[config.mk]
export PLATFORM = sky130hd
export DESIGN_NAME = rf_write_arbiter
export DESIGN_NICKNAME = d
export VERILOG_FILES = /design/src/rtl/rf_pkg.sv /design/src/rtl/rf_scoreboard.sv /design/src/rtl/rf_write_arbiter.sv
export SDC_FILE = /design/constraint.sdc
export NUM_CORES = 1
export LEC_CHECK = 0
export BUFFER_PORTS_ARGS = -buffer_cell sky130_fd_sc_hd__buf_2
export CORE_ASPECT_RATIO = 0.6
export CORE_MARGIN = 1.5
export CORE_UTILIZATION = 35
export CTS_CLUSTER_DIAMETER = 60
export DETAILED_ROUTE_END_ITERATION = 12
export GPL_ROUTABILITY_DRIVEN = 0
export PLACE_DENSITY = 0.7
export SYNTH_ARGS = -nofsm -noshare
export SYNTH_HDL_FRONTEND = slang
export SYNTH_SLANG_ARGS = --single-unit
[constraint.sdc]
create_clock -name clock -period 2.65 [get_ports clock]
set_clock_uncertainty 0.2 [all_clocks]
set_input_delay 0.265 -clock clock [delete_from_list [all_inputs] [get_ports clock]]
set_output_delay 0.265 -clock clock [all_outputs]
set_load 0.1 [all_outputs]
[src/rtl/rf_pkg.sv]
// rf_pkg: register file geometry and the captured write record shared by the write arbiter.
package rf_pkg;
   localparam int RF_AW   = 5;
   localparam int RF_DW   = 32;
   localparam int RF_NREG = 32;
   typedef struct packed {
      logic             we;
      logic [RF_AW-1:0] wn;
      logic [RF_DW-1:0] data;
   } rf_wr_t;
endpackage

[src/rtl/rf_scoreboard.sv]
// rf_scoreboard: pending-write bits for outstanding port-B results plus a sticky double-issue error.
module rf_scoreboard
   import rf_pkg::*;
(
   input  logic                clock,
   input  logic                reset,
   input  logic                set_v_i,
   input  logic [RF_AW-1:0]    set_wn_i,
   input  logic                clr_v_i,
   input  logic [RF_AW-1:0]    clr_wn_i,
   output logic [RF_NREG-1:0]  pending_o,
   output logic                issue_err_o
);
   logic [RF_NREG-1:0] pend_q, pend_d;
   logic               err_q, err_d;
   logic               set_ok;
   assign set_ok = set_v_i && (set_wn_i != '0);
   always_comb begin
      pend_d = pend_q;
      if (clr_v_i) pend_d[clr_wn_i] = 1'b0;
      // applied after the clear so a same-edge reissue keeps the bit set
      if (set_ok) pend_d[set_wn_i] = 1'b1;
      err_d = err_q | (set_ok && pend_q[set_wn_i] && !(clr_v_i && clr_wn_i == set_wn_i));
   end
   always_ff @(posedge clock or negedge reset) begin
      if (!reset) begin
         pend_q <= '0;
         err_q  <= 1'b0;
      end else begin
         pend_q <= pend_d;
         err_q  <= err_d;
      end
   end
   assign pending_o   = pend_q;
   assign issue_err_o = err_q;
endmodule

[src/rtl/rf_write_arbiter.sv]
// rf_write_arbiter: shares the regfile write port between datapath (A) and multi-cycle unit (B),
// with starvation override for B, a registered write stage and a pending-write scoreboard.
module rf_write_arbiter
   import rf_pkg::*;
#(
   parameter int STARVE_LIMIT = 3
) (
   input  logic                clock,
   input  logic                reset,
   input  logic                a_valid,
   input  logic [RF_AW-1:0]    a_wn,
   input  logic [RF_DW-1:0]    a_data,
   output logic                a_ready,
   input  logic                b_valid,
   input  logic [RF_AW-1:0]    b_wn,
   input  logic [RF_DW-1:0]    b_data,
   output logic                b_ready,
   input  logic                b_issue,
   input  logic [RF_AW-1:0]    b_issue_wn,
   output logic                rf_we,
   output logic [RF_AW-1:0]    rf_wn,
   output logic [RF_DW-1:0]    rf_data,
   output logic [RF_NREG-1:0]  pending,
   output logic                issue_err
);
   localparam int CW = (STARVE_LIMIT < 2) ? 1 : $clog2(STARVE_LIMIT + 1);
   localparam logic [CW-1:0] LIM = CW'(STARVE_LIMIT);
   logic [CW-1:0] starve_q, starve_d;
   rf_wr_t        wr_q, wr_d;
   logic          b_win, a_xfer, b_xfer;
   assign b_win   = b_valid && (!a_valid || starve_q == LIM);
   assign a_ready = reset && a_valid && !b_win;
   assign b_ready = reset && b_win;
   assign a_xfer  = a_valid && a_ready;
   assign b_xfer  = b_valid && b_ready;
   assign starve_d = (b_valid && !b_ready) ? ((starve_q == LIM) ? starve_q : starve_q + CW'(1)) : '0;
   always_comb begin
      wr_d = '{we: 1'b0, wn: wr_q.wn, data: wr_q.data};
      if (a_xfer) wr_d = '{we: (a_wn != '0), wn: a_wn, data: a_data};
      else if (b_xfer) wr_d = '{we: (b_wn != '0), wn: b_wn, data: b_data};
   end
   always_ff @(posedge clock or negedge reset) begin
      if (!reset) begin
         starve_q <= '0;
         wr_q     <= '0;
      end else begin
         starve_q <= starve_d;
         wr_q     <= wr_d;
      end
   end
   assign rf_we   = wr_q.we;
   assign rf_wn   = wr_q.wn;
   assign rf_data = wr_q.data;
   rf_scoreboard u_sb (
      .clock       (clock),
      .reset       (reset),
      .set_v_i     (b_issue),
      .set_wn_i    (b_issue_wn),
      .clr_v_i     (b_xfer),
      .clr_wn_i    (b_wn),
      .pending_o   (pending),
      .issue_err_o (issue_err)
   );
endmodule

==> results.yml <==
outcome:
  outcome: "finished, final reports clean"
placed_design:
  post-dp-hpwl_um: 8300
  pre_cts_slack_ns: 0.497
  io_buffers: 156
setup_path:
  slowest_stage: "dlygate4sd3_1"
  crit_path_end_kind: "flop"
  crit_family: "buffers and inverters"
  critPathMaxStageDelay_ns: 0.58
  critPathBufInv: 3
  worstRegToRegCells: 7
  cp_max_fo: 21
  required_ns: 2.72
  path_depth: 7
  crit_chain: "ha_1 -> inv_1 -> a21oi_4 -> buf_4 -> a22oi_1 -> dlygate4sd3_1 -> nand2_1"
  cp-start-kind: "flop"
  crit_arrival_ns: 2.49
  critical_path_class: "reg2reg"
route:
  drt_iter0_drc: 287
  drt-total-wl_um: 12500
  dr.pass1.iters: 5
  dr.max_layer_used: "met4"
  routedWlPerCell_um: 17.7
  met2_length_um: 5620
  drt-met1-wl_um: 5390
  drc_errors: 0
  vias: 3738
  met3_length_um: 1310
  ant_nets: 0
  viasPerCell: 5.28
floorplanning:
  rows: 27
  io_pins: 157
  coreArea_um2: 9360
  die_w_um: 131
  dieArea_um2: 10500
  initial_core_util_pct: 36.8
  die_h_um: 79.9
sta:
  setup_violations: 0
  max_slew.worst_pin.slew_ns: 0.615
  post-route-period-util_pct: 91.3
  fmax_mhz: 413
  hold-worst-slack_ns: 0.0349
  setup_slack_ns: 0.231
  slew_viol_final: 0
  rsz0062_at_grt: "no"
  hold_viol: 0
  fin_tns_setup_ns: 0
  fin_crit_ns: 2.42
  max_slew_margin_pct: 58.4
clocking:
  cts_hold_buf: 69
  post_cts_buffers: 0
  cts.sinks: 73
  cts.path.max_buffers: 2
  cts_tree: "built"
  clockRootBuffer: "clkbuf_16"
  cts_inserted_buffers: 9
  clkSlewWorstSetupHoldPaths_ns: 0.06
  htree_levels: 3
  insertion_delay_ns: 0.33
  post_cts_resize_count: 0
synthesis:
  synth_xor_xnor_area_share_pct: 1.53
  ys.flop_type: "dfrtp_1"
  synth_fa_ha_area_share_pct: 0.363
  synth.net_count: 439
  netlist_area_um2: 3450
  synth_top_area_share_pct: 53.0
  yosysMostFrequentCell: "nand2_1"
  synthTopCellsByArea: "dfrtp_1 (53%), o21ai_0 (9.2%), nand2_1 (9.0%)"
  synth_edf_count: 0
  synth_top_family_by_area: "compound AO/OA/AOI/OAI gates"
  syn_avg_cell_area_um2: 9.73
  synth_warnings: 0
  ys_types: 42
  async_flop_share_pct: 100
  ys_seq_area_share_pct: 53.0
  synth-simple-area-share_pct: 16.4
  netlist_instances: 354
  synthTopCellsByCount: "nand2_1 (83), dfrtp_1 (73), o21ai_0 (63)"
  muxShareOfSynthArea_pct: 5.41
  synth-seq-cells: 73
  yosys.area.top_type: "dfrtp_1"
  synth_compound_area_share_pct: 20.0
finish:
  final.fill_count: 820
  diodes: 0
  drive_gt1_share_pct: 32.9
  layout.nets: 659
  area_growth_pct: 56.5
grt:
  grt_pass1_vias: 3613
  overflow: 0
  grt_pass1_wl_um: 18600
  grt_usage_pct: 24.1
  grt_max_degree: 38
  antenna_found_initial: 0
job:
  drv_cap: 0
pwr:
  powerDensity_nw_per_um2: 960
  p_leak_nw: 2.54
  finalPower_w: 0.00518
  irDropWorstVdd_mv: 0.732
worst_hold_path:
  hp-class: "in2reg"
  whs_path_depth: 3
registers in the layout, indices dropped and copies added, names as in the netlist:
register / flops
rf_data: 32
rf_we: 1
rf_wn: 5
starve_q: 2
u_sb.issue_err_o: 1
u_sb.pending_o: 32
logic make-up (layout without fill, tap and decap cells):
group                    after synthesis  after routing
adder cells (fa/ha/maj)                1              1
buffers and inverters                 24            248
AO/OA/AOI/OAI                        112            112
multiplexers                          13             13
XOR/XNOR                               6              6
AND/OR/NAND/NOR                      125            125
flip-flops                            73             73
metrics by stage:
step,cells,util [%],area (µm²)
2_1_floorplan,354,-,3450
3_3_place_gp,624,47.1,4400
3_5_place_dp,624,47.1,4400
4_1_cts,708,57.6,5390
5_1_grt,708,57.6,5390
6_report,708,57.6,5390
path summary, 6_finish.rpt:
check	start	end	slack [ns]
worst min-delay path	a_wn[2]	rf_wn[2]$_DFFE_PN0P_	0.03
min in group asynchronous	reset	starve_q[1]$_DFFE_PN0P_	0.09
worst max-delay path	starve_q[0]$_DFFE_PN0P_	rf_data[1]$_DFFE_PN0P_	0.23
worst max register to register	starve_q[0]$_DFFE_PN0P_	rf_data[1]$_DFFE_PN0P_	0.23
worst min register to register	rf_wn[3]$_DFFE_PN0P_	rf_wn[3]$_DFFE_PN0P_	0.27
max in group asynchronous	reset	rf_data[3]$_DFFE_PN0P_	1.49
worst register-to-register path: cells and delay by family, from the launching register on:
kind | cells | cell delay [ns]
AO/OA/AOI/OAI | 2 | 0.40
adder cells (fa/ha/maj) | 1 | 0.30
buffers and inverters | 3 | 1.02
flip-flops | 1 | 0.37
AND/OR/NAND/NOR | 1 | 0.06
cell type report:
class                   instances  area (µm²)  area share [%]
flip-flops and latches         73        1830            33.9
repair buffers                232        1570            29.1
multi-input cells             257        1530            28.4
clock buffers                  12         256            4.76
well taps                     130         163            3.02
clock inverters                 3        40.0           0.743
inverters                       1        3.75          0.0696
power by group:
| part | internal (W) | switching (W) |
|---|---|---|
| logic | 0.000444 | 0.00202 |
| clock network | 0.000771 | 0.000441 |
| registers | 0.00133 | 0.000171 |
layout by cell type (no fill, tap or decap), types with 2 or more instances in the layout:
cell type	instances
buf_2	153
nand2_1	83
dfrtp_1	73
dlygate4sd3_1	69
o21ai_0	63
a22oi_1	37
nor2_1	9
clkbuf_16	9
nand3b_1	7
mux2i_1	7
buf_4	7
nand3_1	6
xor2_1	5
or3b_2	3
nand2b_1	3
mux4_2	3
buf_12	3
a21oi_4	2
nor2b_1	2
or3_1	2
o21a_1	2
mux2_2	2
or4_1	2
clkinv_2	2
clkbuf_8	2
metal layers:
layer	track usage, %	vias up
met2	38.1	225
met1	31.2	1778
li1	-	1708
met3	7.44	27
met5	0	-
met4	8.79	0
Note: power is estimated with default switching activity, not from simulation.
